$ cat config.mk
export PLATFORM = sky130hd
export DESIGN_NAME = rvfi_dii_sequencer
export DESIGN_NICKNAME = d
export VERILOG_FILES = /design/src/rtl/rvfi_dii_sequencer.sv
export SDC_FILE = /design/constraint.sdc
export NUM_CORES = 1
export LEC_CHECK = 0
export CELL_PAD_IN_SITES_DETAIL_PLACEMENT = 1
export CELL_PAD_IN_SITES_GLOBAL_PLACEMENT = 1
export CORE_AREA = 5 5 149 151
export CTS_BUF_LIST = sky130_fd_sc_hd__clkbuf_16
export CTS_CLUSTER_DIAMETER = 120
export DETAILED_ROUTE_END_ITERATION = 8
export DIE_AREA = 0 0 154 156
export HOLD_SLACK_MARGIN = 0.08
export PLACE_DENSITY_LB_ADDON = 0.1
export SLEW_MARGIN = 5
export SYNTH_ARGS = -nofsm -noshare
export SYNTH_HDL_FRONTEND = slang
export SYNTH_SLANG_ARGS = --single-unit
export TNS_END_PERCENT = 50
$ cat constraint.sdc
create_clock -name clk -period 2.9 [get_ports clk]
set_input_delay 0.58 -clock clk [delete_from_list [all_inputs] [get_ports clk]]
set_output_delay 0.58 -clock clk [all_outputs]
set_load 0.005 [all_outputs]
$ cat src/rtl/rvfi_dii_sequencer.sv
// Schedules RVFI-DII host commands onto the core's injection port and returns one
// token per retirement, plus a halt token after each drain/core-reset sequence.
module rvfi_dii_sequencer #(
  parameter int FIFO_DEPTH = 4,
  parameter int RST_CYCLES = 2,
  parameter int SEQ_W      = 16
) (
  input  logic             clk,
  input  logic             rst,
  input  logic             cmd_valid,
  output logic             cmd_ready,
  input  logic             cmd_is_reset,
  input  logic [31:0]      cmd_instr,
  output logic             inj_valid,
  output logic [31:0]      inj_instr,
  input  logic             inj_ready,
  input  logic             ret_valid,
  input  logic             ret_trap,
  output logic             core_rst,
  output logic             rsp_valid,
  input  logic             rsp_ready,
  output logic             rsp_halt,
  output logic             rsp_trap,
  output logic [SEQ_W-1:0] rsp_seq,
  output logic             busy,
  output logic             err
);

  localparam int AW  = (FIFO_DEPTH > 1) ? $clog2(FIFO_DEPTH) : 1;
  localparam int CW  = AW + 1;
  localparam int RCW = (RST_CYCLES > 1) ? $clog2(RST_CYCLES) : 1;
  localparam logic [CW-1:0] DEPTH_CNT = CW'(FIFO_DEPTH);
  localparam logic [CW:0]   DEPTH_EXT = (CW+1)'(FIFO_DEPTH);

  typedef enum logic [1:0] {RUN, DRAIN, RSTC, ACK} state_t;

  typedef struct packed {
    logic             halt;
    logic             trap;
    logic [SEQ_W-1:0] seq;
  } rsp_t;

  state_t           state;
  logic [RCW-1:0]   rst_cnt;
  logic [CW-1:0]    ostd;
  logic [SEQ_W-1:0] seq;

  // instruction FIFO
  logic [31:0]      imem [FIFO_DEPTH];
  logic [AW-1:0]    iwr, ird;
  logic [CW-1:0]    icnt;
  logic             iempty, ifull, ipush, ipop;

  // response FIFO
  rsp_t             rmem [FIFO_DEPTH];
  logic [AW-1:0]    rwr, rrd;
  logic [CW-1:0]    rcnt;
  logic             rempty, rpush, rpop;
  logic             ret_ok, ack_push, credit_ok;
  rsp_t             rdin, rhead;

  assign iempty = (icnt == '0);
  assign ifull  = (icnt == DEPTH_CNT);
  assign rempty = (rcnt == '0);

  // Every injected instruction owns a response slot until its token is dequeued,
  // so the response FIFO can never overflow.
  assign credit_ok = ({1'b0, ostd} + {1'b0, rcnt}) < DEPTH_EXT;

  assign cmd_ready = (state == RUN) && (cmd_is_reset || !ifull);
  assign ipush     = cmd_valid && cmd_ready && !cmd_is_reset;
  assign inj_valid = !iempty && (state == RUN || state == DRAIN) && credit_ok;
  assign ipop      = inj_valid && inj_ready;
  assign inj_instr = iempty ? '0 : imem[ird];

  assign ret_ok   = ret_valid && (ostd != '0);
  assign ack_push = (state == ACK) && (rcnt != DEPTH_CNT);
  assign rpush    = ret_ok || ack_push;
  assign rdin     = '{halt: ack_push, trap: ret_trap & ~ack_push, seq: seq};

  assign rhead     = rmem[rrd];
  assign rsp_valid = !rempty;
  assign rpop      = rsp_valid && rsp_ready;
  assign rsp_halt  = rsp_valid & rhead.halt;
  assign rsp_trap  = rsp_valid & rhead.trap;
  assign rsp_seq   = rsp_valid ? rhead.seq : '0;

  assign busy = (state != RUN) || !iempty || (ostd != '0);

  always_ff @(posedge clk) begin
    if (ipush) imem[iwr] <= cmd_instr;
    if (rpush) rmem[rwr] <= rdin;
  end

  always_ff @(posedge clk) begin
    if (rst) begin
      iwr  <= '0;
      ird  <= '0;
      icnt <= '0;
      rwr  <= '0;
      rrd  <= '0;
      rcnt <= '0;
      ostd <= '0;
    end else begin
      if (ipush) iwr <= iwr + 1'b1;
      if (ipop)  ird <= ird + 1'b1;
      icnt <= icnt + CW'(ipush) - CW'(ipop);
      if (rpush) rwr <= rwr + 1'b1;
      if (rpop)  rrd <= rrd + 1'b1;
      rcnt <= rcnt + CW'(rpush) - CW'(rpop);
      ostd <= ostd + CW'(ipop) - CW'(ret_ok);
    end
  end

  // Dequeuing the halt token starts a fresh trace numbering.
  always_ff @(posedge clk) begin
    if (rst)                   seq <= '0;
    else if (rpop && rhead.halt) seq <= '0;
    else if (rpush)            seq <= seq + 1'b1;
  end

  always_ff @(posedge clk) begin
    if (rst)                          err <= 1'b0;
    else if (ret_valid && ostd == '0) err <= 1'b1;
  end

  always_ff @(posedge clk) begin
    if (rst) begin
      state    <= RUN;
      rst_cnt  <= '0;
      core_rst <= 1'b0;
    end else begin
      case (state)
        RUN: begin
          if (cmd_valid && cmd_is_reset) state <= DRAIN;
        end
        DRAIN: begin
          if (iempty && ostd == '0) begin
            state    <= RSTC;
            core_rst <= 1'b1;
            rst_cnt  <= RCW'(RST_CYCLES - 1);
          end
        end
        RSTC: begin
          if (rst_cnt == '0) begin
            state    <= ACK;
            core_rst <= 1'b0;
          end else begin
            rst_cnt <= rst_cnt - 1'b1;
          end
        end
        ACK: begin
          if (ack_push) state <= RUN;
        end
        default: state <= RUN;
      endcase
    end
  end

endmodule

### Word level (Yosys, flattened, before mapping)

Memories as Yosys holds them, arrays and structs flattened. A register that Yosys moved wholly into a read port is not among the register bits.
Index checks and enable logic that the tools add are counted.

| storage, ports and cells | value |
|---|---|
| bits of input ports | 40 |
| output and inout port bits | 56 |
| bits in writable memories | 200 |
| logic and storage cells | 94 |
| memories kept | 2 |
| bits in registers | 38 |

| operators by class | value |
|---|---|
| $add $sub $neg | 13 |
| eq/ne operators | 9 |
| mux-type cells | 20 |
| reduce and logical (&&, ||, !) cells | 33 |
| bitwise operators | 4 |
| order comparisons | 1 |

Memory list:

| memory | depth | width | rd ports | clocked after memory_dff | wr ports | line | source |
|---|---|---|---|---|---|---|---|
| imem | 4 | 32 | 1 | 1 | 1 | 49 | `logic [31:0] imem [FIFO_DEPTH];` |
| rmem | 4 | 18 | 1 | 1 | 1 | 55 | `rsp_t rmem [FIFO_DEPTH];` |

Operators by type and width:

| operator | number |
|---|---|
| $mux W32 | 1 |
| $add A16 B1 Y16 const B | 1 |
| $mux W16 | 1 |
| $mux W2 | 8 |
| $logic_and A1 B1 Y1 | 13 |
| $add A3 B1 Y3 | 3 |
| $logic_not A3 Y1 | 3 |
| $sub A3 B1 Y3 | 3 |
| $add A2 B1 Y2 const B | 4 |
| $pmux W2 S4 | 1 |
| $mux W1 | 7 |
| $logic_or A1 B1 Y1 | 5 |
| $add A3 B3 Y4 | 1 |
| $eq A2 B2 Y1 const B | 2 |
| $logic_not A1 Y1 | 4 |
| $lt A4 B3 Y1 const B | 1 |
| $ne A2 B1 Y1 const B | 2 |
| $ne A2 B2 Y1 const B | 2 |
| $pmux W1 S2 | 2 |
| $reduce_and A4 Y1 | 1 |
| $reduce_bool A2 Y1 | 2 |
| $and A1 B1 Y1 | 3 |
| $eq A3 B3 Y1 const B | 1 |
| $ne A3 B3 Y1 const B | 1 |
| other kinds (8) | 8 |

### Longest topological paths before layout

Gate-level depths: netlist of run 1.

| logic depth | value |
|---|---|
| word-level depth | 8 |
| depth in mapped cells | 14 |
| gate-level depth less buffers | 14 |

### Worst setup path after synthesis of run 1

OpenSTA, ideal clock, no wires.

| timing path | value |
|---|---|
| path kind | reg2reg |
| start point | register ostd[2] |
| end point | register icnt[2] |
| stages on the path, launching flop included | 14 |
| setup slack | 189 ps |
| arrival time | 2583 ps |
| library setup time | 128 ps |
| period minus slack after synthesis | 2711 ps |
| cell sequence | dfxtp_1 > ha_1 > or3_1 > nor4_4 > nand2_2 > inv_1 > ha_1 > inv_1 > ha_1 > inv_1 > fa_1 > xor2_1 > xnor2_1 > nor2_1 |

| between the ends | value |
|---|---|
| word-level cells in the longest chain between the ends | 5 |

Ends and longest elaborated chain:

| what | line | source |
|---|---|---|
| start, declared | 45 | `logic [CW-1:0] ostd;` |
| start signal, assigned | 111 | `ostd <= ostd + CW'(ipop) - CW'(ret_ok);` |
| $add A3 B3 Y4 | 68 | `assign credit_ok = ({1'b0, ostd} + {1'b0, rcnt}) < DEPTH_EXT;` |
| $lt A4 B3 Y1 | 68 |  |
| $logic_and A1 B1 Y1 | 72 | `assign inj_valid = !iempty && (state == RUN \|\| state == DRAIN) && credit_ok;` |
| net inj_valid | 14 | `output logic inj_valid,` |
| $logic_and A1 B1 Y1 | 73 | `assign ipop = inj_valid && inj_ready;` |
| net ipop | 52 | `logic iempty, ifull, ipush, ipop;` |
| $sub A3 B1 Y3 | 107 | `icnt <= icnt + CW'(ipush) - CW'(ipop);` |
| end signal, assigned | 107 |  |
| end, declared | 51 | `logic [CW-1:0] icnt;` |

The timed path passes the listed nets, and every way through them passes these cells.
A chain may end at the register's enable or synchronous reset.

==> results.cfg, run 1 <==
[logic_synthesis]
yosysSeqAreaShare_pct = 70.2
synth-compound-area-share_pct = 1.28
ys_warn_count = 0
synth_flop_cell = edfxtp_1
synth_xor_area_share_pct = 2.33
synth_area_leader_cell = edfxtp_1
synth-adder-area-share_pct = 3.44
muxShareOfSynthArea_pct = 12.2
synth_area_leaders = edfxtp_1, mux4_2, dfxtp_1
yosysMostFrequentCell = edfxtp_1
synth_cell_types = 45
mappedNetlistArea_um2 = 9760
synth_common_cells = edfxtp_1, mux4_2, dfxtp_1
yosysTopAreaCellShare_pct = 61.5
synth_edf_count = 200
synth_seq_cells = 242
async_flop_share_pct = 0
avgSynthCellArea_um2 = 17.8
synthCells = 549
synth_top_family_by_area = multiplexers
synth_simple_gate_area_share_pct = 8.64
syn_nets = 614

[sta]
finalCriticalPeriod_ps = 2830
setup_viol = 0
min_period_over_period_pct = 97.7
tightestPinTransition_ps = 940
max_freq_mhz = 353
setup_tns_ps = 0
finClkSkew_ps = 10.5
slew-limit-headroom_pct = 37.3
hold_viol = 0
finalMaxSlewViolations = 0

[clock_tree]
clkTransAtPathRegs_ps = 60
clk_latency_ps = 530
cts_tree = yes
root_buffer = clkbuf_16
cts_buffer_depth = 3
cts_max_level = 1
ctsHoldBuffers = 0
clock-sinks = 242
cts_buffers = 26

[place]
port_buffers = 95
hpwl_um = 12400
gp_congestion = 0.746
placed_area_um2 = 11100
placedCellCount = 914

[detailed_routing]
wl_per_cell_um = 20.5
ant_nets = 0
finalWirelength_um = 20100
routed_via_density = 5.21
num_vias = 5099
first_pass_iters = 4
route.detailed.drc = 0
drt-initial-drc-count = 229

[setup_path]
crit_type = register to output pin
max_stage_delay_ps = 480
r2r_start = ostd[2]$_SDFF_PP0_
cp_data_required_time_ps = 2320
crit_path_max_fanout = 7
critPathLaunchType = register
slowest_stage = mux4_2
crit_path_cell_trace = buf_12 > buf_4 > mux4_2 > and2_1 > clkdlybuf4s50_1
worst_ep_arrival_time_ps = 2250
reg2regPathDepth = 13
endpoint_kind = output pin

[global_routing]
grt_usage_pct = 16.8
antenna_found_initial = 1
grt_pass1_wl_um = 31900
grt-ovfl-total = 0
grt_max_degree = 33
first_global_vias = 5760

[finish]
n_antenna_cell = 0
drive_above_1_share_pct = 18.9
final_area_um2 = 12200
final_nets = 749
final_core_util_pct = 58.8
syn2layout_area_growth_pct = 24.7
final_cells = 979
nFillCells = 1875

[hold_path]
hold_start = err$_SDFFE_PP0P_
holdPathStages = 2
hold_path_class = register to register

[floorplan]
fp-row-count = 53
die-area_um2 = 24000
core_area_um2 = 20700
initial_utilization_pct = 47.2
dieHeight_um = 156
die_w_um = 154
num_io_pins = 96

[status]
outcome = finished clean

[power_and_ir_drop]
ir_worst_vdd_uv = 584
power.total_w = 0.0109
p_leak_nw = 4.43
power_density_nw_per_um2 = 894

[flow_run]
maxCapViolations = 0
[registers in the layout (all words and copies together) (netlist names), named ones only]
| register | flops |
|---|---|
| ostd | 3 |
| iwr | 2 |
| rwr | 2 |
| icnt | 3 |
| imem | 128 |
| rrd | 2 |
| state | 2 |
| ird | 2 |
| seq | 16 |
| rcnt | 3 |
| err | 1 |
| core_rst | 1 |
| rmem | 72 |
| rst_cnt | 1 |
[critical path, delay by kind of cell, from the launching register on]
kind	cells	cell delay, ps
buffers and inverters	3	690
multiplexers	1	480
flip-flops	1	370
AND/OR/NAND/NOR	1	170
[per-layer routing]
layer  vias up  track usage (%)  routed length, um
met5         -                0                  7
met4         2             3.95                382
met3        40             4.24               1190
met2       107             30.7              10600
met1      2610             20.1               7940
li1       2340                -                  -
[placed cells by master, fill, tap and decap left out, types with 2 or more instances in the layout]
cell type / instances
clkdlybuf4s50_1: 65
nor3_1: 3
nand4_1: 2
nand3_1: 9
fa_1: 3
inv_1: 27
clkbuf_16: 27
buf_16: 2
dfxtp_4: 2
ha_1: 21
nor2_1: 33
clkinv_1: 6
xor2_1: 11
mux4_2: 44
nor3_4: 2
nand2_1: 10
mux4_1: 6
bufinv_16: 2
mux2i_1: 4
buf_4: 25
nor4_1: 3
edfxtp_1: 200
and2b_1: 2
dfxtp_2: 4
xnor2_1: 15
and2_2: 4
nor2b_1: 41
dlymetal6s2s_1: 15
a21oi_1: 4
dlygate4sd2_1: 15
o21ai_0: 4
and3_1: 3
buf_12: 5
clkinv_2: 3
and2_1: 21
clkinvlp_4: 2
or3_1: 2
dfxtp_1: 36
[logic make-up (layout without fill, tap and decap cells)]
logic type      after synthesis  count (layout)
compound gates               15              15
buf+inv                      41             196
fa+ha+maj                    25              25
flops                       242             242
simple gates                146             146
xor+xnor                     26              26
mux                          54              54
[what timing repair did]
| action | 4_1_cts | 5_1_grt |
|---|---|---|
| pin swaps | 1 | 0 |
| resized for setup | 23 | 18 |
| setup endpoints to repair | 35 | 19 |
| buffers inserted | 0 | 14 |
| gates cloned | 2 | 1 |
[final timing paths]
check                        to  slack [ps]
min            err$_SDFFE_PP0P_         470
max reg2reg  icnt[2]$_SDFF_PP0_         200
max                  rsp_seq[6]          70
min reg2reg    err$_SDFFE_PP0P_         470
[metrics by stage]
stage / worst slack [ps] / hold slack (ps)
floorplan: 189 / 460
global placement: 16.9 / 457
detailed placement: -61.2 / 463
CTS: -27.4 / 480
global route: -5.22 / 492
finish: 66.8 / 474
[power by group]
part | total [W] | switching [W] | internal (W)
Sequential | 0.00440 | 0.000215 | 0.00419
Combinational | 0.00336 | 0.00145 | 0.00190
Clock | 0.00311 | 0.00131 | 0.00180
[cell type report]
class	instances	area, um^2	share of cell area (%)
Sequential cell	242	6860	56.4
Multi-Input combinational cell	266	2730	22.5
Timing Repair Buffer	129	1350	11.1
Clock buffer	26	651	5.35
Tap cell	275	344	2.83
Clock inverter	22	159	1.31
Inverter	19	71.3	0.586
Note: power is estimated with default switching activity, not from simulation.
==> run 2: changes to the inputs <==
--- a/config.mk
+++ b/config.mk
@@ -10,6 +10,7 @@
 export CORE_AREA = 5 5 149 151
 export CTS_BUF_LIST = sky130_fd_sc_hd__clkbuf_16
 export CTS_CLUSTER_DIAMETER = 120
+export CTS_CLUSTER_SIZE = 20
 export DETAILED_ROUTE_END_ITERATION = 8
 export DIE_AREA = 0 0 154 156
 export HOLD_SLACK_MARGIN = 0.08
==> run 2 against run 1 <==
Setup slack better by 2.7 ps. Total power shrank 8.9%. Critical path type unchanged. Sequential share of layout area up 1.9 points. Sequential power about the same. Cell count is 3.0% lower. Wire length decreased by 1.3%. Register-to-register slack barely moved.
==> results.cfg, run 2 (same netlist as run 1, synthesis figures left out) <==
[sta]
min_period_over_period_pct = 97.6
finClkSkew_ps = 20.2
finalCriticalPeriod_ps = 2830
tightestPinTransition_ps = 951
finalMaxSlewViolations = 0
slew-limit-headroom_pct = 36.6
max_freq_mhz = 353
whs_ps = 482
setup_viol = 0
hold_viol = 0

[clock_tree]
cts_buffers = 16
cts_max_level = 1
clock-sinks = 242
root_buffer = clkbuf_16
cts_tree = yes
cts_buffer_depth = 3
clkTransAtPathRegs_ps = 90
clk_latency_ps = 500
ctsHoldBuffers = 0

[setup_path]
critPathLaunchType = register
crit_path_cell_trace = buf_16 > mux4_2 > nor2b_1 > clkdlybuf4s50_1
crit_path_max_fanout = 8
cp_data_required_time_ps = 2320
rrSetupSlack_ps = 200
worst_ep_arrival_time_ps = 2250
slowest_stage = mux4_2
endpoint_kind = output pin
max_stage_delay_ps = 510
crit_type = register to output pin
r2r-end = icnt[2]$_SDFF_PP0_
reg2regPathDepth = 13
r2r_start = ostd[2]$_SDFF_PP0_

[finish]
top_register = imem
syn2layout_area_growth_pct = 20.7
reg_top3 = imem (128), rmem (72), seq (16)
final_nets = 730
n_antenna_cell = 0
final_common_cell = edfxtp_1
drive_above_1_share_pct = 16.0
final_core_util_pct = 56.9
final_cell_mix = edfxtp_1, clkdlybuf4s50_1, mux4_2
largest_reg_flops = 128

[status]
outcome = finished clean

[place]
hpwl_um = 12400
port_buffers = 95
gp_congestion = 0.746

[power_and_ir_drop]
ir_worst_vdd_uv = 578
p_seq_share_pct = 44.4
p_leak_nw = 4.22
clkPwrFrac_pct = 22.0
switching_share_pct = 28.3
power.switching_w = 0.00281
comb_power_share_pct = 33.6
power_density_nw_per_um2 = 841
p_int_w = 0.00710

[global_routing]
grt_usage_pct = 16.6
grt_max_degree = 33
grt-ovfl-total = 0
antenna_found_initial = 1
first_global_vias = 5562
grt_pass1_wl_um = 31300

[detailed_routing]
route.detailed.drc = 0
num_vias = 4992
routed_via_density = 5.25
first_pass_iters = 4
finalWirelength_um = 19800
wl_per_cell_um = 20.9
ant_nets = 0
drt-initial-drc-count = 293

[hold_path]
holdPathStages = 2
hold_start = err$_SDFFE_PP0P_
hold_path_class = register to register
min_to = err$_SDFFE_PP0P_

[floorplan]
die-area_um2 = 24000
fp-row-count = 53
initial_utilization_pct = 47.2
core_area_um2 = 20700
die_w_um = 154
num_io_pins = 96
dieHeight_um = 156

[flow_run]
maxCapViolations = 0
## run 2: cell type report
| type | count | area, um^2 |
|---|---|---|
| Inverter | 19 | 71.3 |
| Sequential cell | 242 | 6860 |
| Multi-Input combinational cell | 266 | 2730 |
| Timing Repair Buffer | 120 | 1290 |
| Clock buffer | 16 | 400 |
| Clock inverter | 12 | 73.8 |
| Fill cell | 1889 | 8910 |
| Tap cell | 275 | 344 |
## run 2: worst max path at each step
stage	to	slack [ps]	start	cells after the start
after floorplan	icnt[2]$_SDFF_PP0_	190	ostd[2]$_SDFF_PP0_	13
after global placement	icnt[2]$_SDFF_PP0_	20	cmd_is_reset	12
after detailed placement	icnt[2]$_SDFF_PP0_	-60	cmd_is_reset	12
after CTS	inj_instr[31]	0.8	register	4
after global routing	inj_instr[6]	-6	register	4
final	inj_instr[6]	70	register	4
## run 2: critical path, delay by kind of cell (launching register included)
kind          cells  cell delay, ps
flops             1             450
buf+inv           2             630
simple gates      1             150
mux               1             510
## run 2: per-stage QoR
stage | cell area (um^2) | worst slack [ps] | cells | TNS, ps | power, W
floorplan | 9760 | 189 | 549 | 0 | 0.00622
global placement | 11100 | 16.9 | 914 | 0 | 0.00761
detailed placement | 11100 | -61.2 | 914 | -61.2 | 0.00771
CTS | 11600 | 0.822 | 944 | 0 | 0.00999
global route | 11800 | -6.45 | 950 | -8.50 | 0.0105
finish | 11800 | 69.5 | 950 | 0 | 0.00991
## run 2: routing by layer
metal | global-route usage, % | routed length, um | part of all wire (%)
met5 | 0 | 7 | 0.035
met4 | 4.29 | 421 | 2.1
met3 | 3.52 | 907 | 4.6
met2 | 30.4 | 10500 | 53
met1 | 20.0 | 8020 | 40
## run 2: timing repair
item                       in CTS  in global routing
pin swaps                       1                  0
setup buffers                   0                  4
resized for setup              11                 20
gates cloned                    2                  2
setup endpoints to repair      22                 25
## run 2: power by group through the flow
stage | logic [W] | registers (W) | clock network, W
2_1_floorplan | 0.00184 | 0.00438 | 0
3_3_place_gp | 0.00321 | 0.00440 | 0
3_5_place_dp | 0.00327 | 0.00444 | 0
4_1_cts | 0.00336 | 0.00439 | 0.00223
5_1_grt | 0.00366 | 0.00444 | 0.00240
6_report | 0.00333 | 0.00440 | 0.00218
==> run 3: changes to the inputs <==
--- a/config.mk
+++ b/config.mk
@@ -10,7 +10,7 @@
 export CORE_AREA = 5 5 149 151
 export CTS_BUF_LIST = sky130_fd_sc_hd__clkbuf_16
 export CTS_CLUSTER_DIAMETER = 120
-export CTS_CLUSTER_SIZE = 20
+export CTS_CLUSTER_SIZE = 12
 export DETAILED_ROUTE_END_ITERATION = 8
 export DIE_AREA = 0 0 154 156
 export HOLD_SLACK_MARGIN = 0.08
==> constraint.sdc (replaced) <==
create_clock -name clk -period 2.82 [get_ports clk]
set_input_delay 0.564 -clock clk [delete_from_list [all_inputs] [get_ports clk]]
set_output_delay 0.564 -clock clk [all_outputs]
set_load 0.005 [all_outputs]
==> run 3 against run 2 <==
Critical path depth stayed put. Clock power is 30% higher. Cell count is 2.4% higher. Register-to-register slack worse by 70 ps. First-iteration DRC count is 26% lower. Critical path type unchanged. Wire length is 0.30% lower. Die area stayed put. Design area is 2.3% higher. Non-clock buffer count is 8 higher. Setup slack worse by 8.3 ps. Sequential power is 2% higher.
==> results.cfg, run 3 (same netlist as run 1, synthesis figures left out) <==
[floorplan]
dieHeight_um = 156
die-area_um2 = 24000
die_w_um = 154
core_area_um2 = 20700
num_io_pins = 96
initial_utilization_pct = 47.2
fp-row-count = 53

[detailed_routing]
route.detailed.drc = 0
wl_per_cell_um = 20.3
drt-initial-drc-count = 218
finalWirelength_um = 19800
ant_nets = 0
routed_via_density = 5.24
first_pass_iters = 4
num_vias = 5094

[clock_tree]
root_buffer = clkbuf_16
cts_buffer_depth = 3
cts_tree = yes
ctsHoldBuffers = 0
clock-sinks = 242
clkTransAtPathRegs_ps = 60
clk_latency_ps = 510
cts_max_level = 1
cts_buffers = 24

[global_routing]
first_global_vias = 5676
grt-ovfl-total = 0
grt_max_degree = 33
grt_usage_pct = 16.4
antenna_found_initial = 2
grt_pass1_wl_um = 31100

[setup_path]
worst_ep_arrival_time_ps = 2190
crit_type = register to output pin
rrSetupSlack_ps = 130
cp_data_required_time_ps = 2260
critPathLaunchType = register
endpoint_kind = output pin
crit_path_max_fanout = 5

[sta]
min_period_over_period_pct = 97.8
max_freq_mhz = 362
finalCriticalPeriod_ps = 2760
tightestPinTransition_ps = 900
finalMaxSlewViolations = 0
setup_viol = 0
hold_viol = 0
setup_tns_ps = 0
slew-limit-headroom_pct = 40.0
finClkSkew_ps = 10.3
rsz0062_at_grt = true
setup_ws_ps = 61.2

[place]
pre_cts_ws_ps = -141
port_buffers = 95
placed_area_um2 = 11200
hpwl_um = 12100
gp_congestion = 0.742

[finish]
largest_reg_flops = 128
top_register = imem
final_area_um2 = 12000
final_nets = 746
final_cell_mix = edfxtp_1, clkdlybuf4s50_1, mux4_2
nFillCells = 1871
multi_input_area_um2 = 2750
n_antenna_cell = 0
final_common_cell = edfxtp_1
final-seq-area_um2 = 6860
final_core_util_pct = 58.2
drive_above_1_share_pct = 18.1
syn2layout_area_growth_pct = 23.5
reg_top3 = imem (128), rmem (72), seq (16)

[power_and_ir_drop]
power_density_nw_per_um2 = 897
ir_worst_vdd_uv = 474
p_leak_nw = 4.43

[flow_run]
maxCapViolations = 0

[status]
outcome = finished clean

[hold_path]
hold_path_class = register to register
==> run 3: cell types whose count changed in the layout (fill, tap and decap cells not counted), sizes merged <==
cell / previous run / this run
buf: 23 / 31
clkdlybuf4s50: 75 / 55
clkinv: 1 / 0
clkbuf: 18 / 27
inv: 30 / 37
dlygate4sd2: 3 / 26
dlymetal6s2s: 17 / 14
==> run 3: layer usage <==
layer  GRT usage [%]  vias up  wire (um)
met3            3.58       27        958
met2            29.6       95      10400
li1                -     2344          -
met5               0        -         27
met4            3.74        4        279
met1            20.2     2624       8080
==> run 3: cell type report <==
cell class	count	share of cell area, %
Clock buffer	25	5.19
Inverter	19	0.592
Sequential cell	242	56.9
Multi-Input combinational cell	266	22.8
Timing Repair Buffer	128	11.0
Clock inverter	18	0.623
Tap cell	275	2.86
==> run 3: power breakdown <==
group,internal (W),switching [W]
combinational,0.00193,0.00151
sequential,0.00430,0.000214
clock,0.00159,0.00125
total,0.00782,0.00298
==> run 3: what timing repair did <==
| item | 4_1_cts | 5_1_grt |
|---|---|---|
| cloned | 2 | 2 |
| buffers inserted | 4 | 2 |
| endpoints found under the hold margin | 0 | 0 |
| pin swaps | 1 | 0 |
| endpoints found under the setup margin | 39 | 17 |
| resized for setup | 36 | 17 |
==> run 3: per-stage QoR <==
stage          hold slack (ps)  total power [W]  instances
5_1_grt                    529           0.0114        973
4_1_cts                    496           0.0109        969
3_3_place_gp               452          0.00787        920
6_report                   492           0.0108        973
3_5_place_dp               479          0.00797        920
2_1_floorplan              460          0.00640        549
==> run 3: worst paths after layout <==
kind,from,endpoint,depth (start not counted)
hold reg to reg,rst_cnt$_SDFFE_PP0P_,rst_cnt$_SDFFE_PP0P_,2
hold / removal,rst_cnt$_SDFFE_PP0P_,rst_cnt$_SDFFE_PP0P_,2
setup reg to reg,ostd[2]$_SDFF_PP0_,icnt[2]$_SDFF_PP0_,14
setup / recovery,register,rsp_seq[2],4
==> run 3: critical path, stage by stage (launching register included) <==
cell and delay (ps):
dfxtp_4 410, buf_12 130, mux4_1 540, and2_1 170, clkdlybuf4s50_1 440
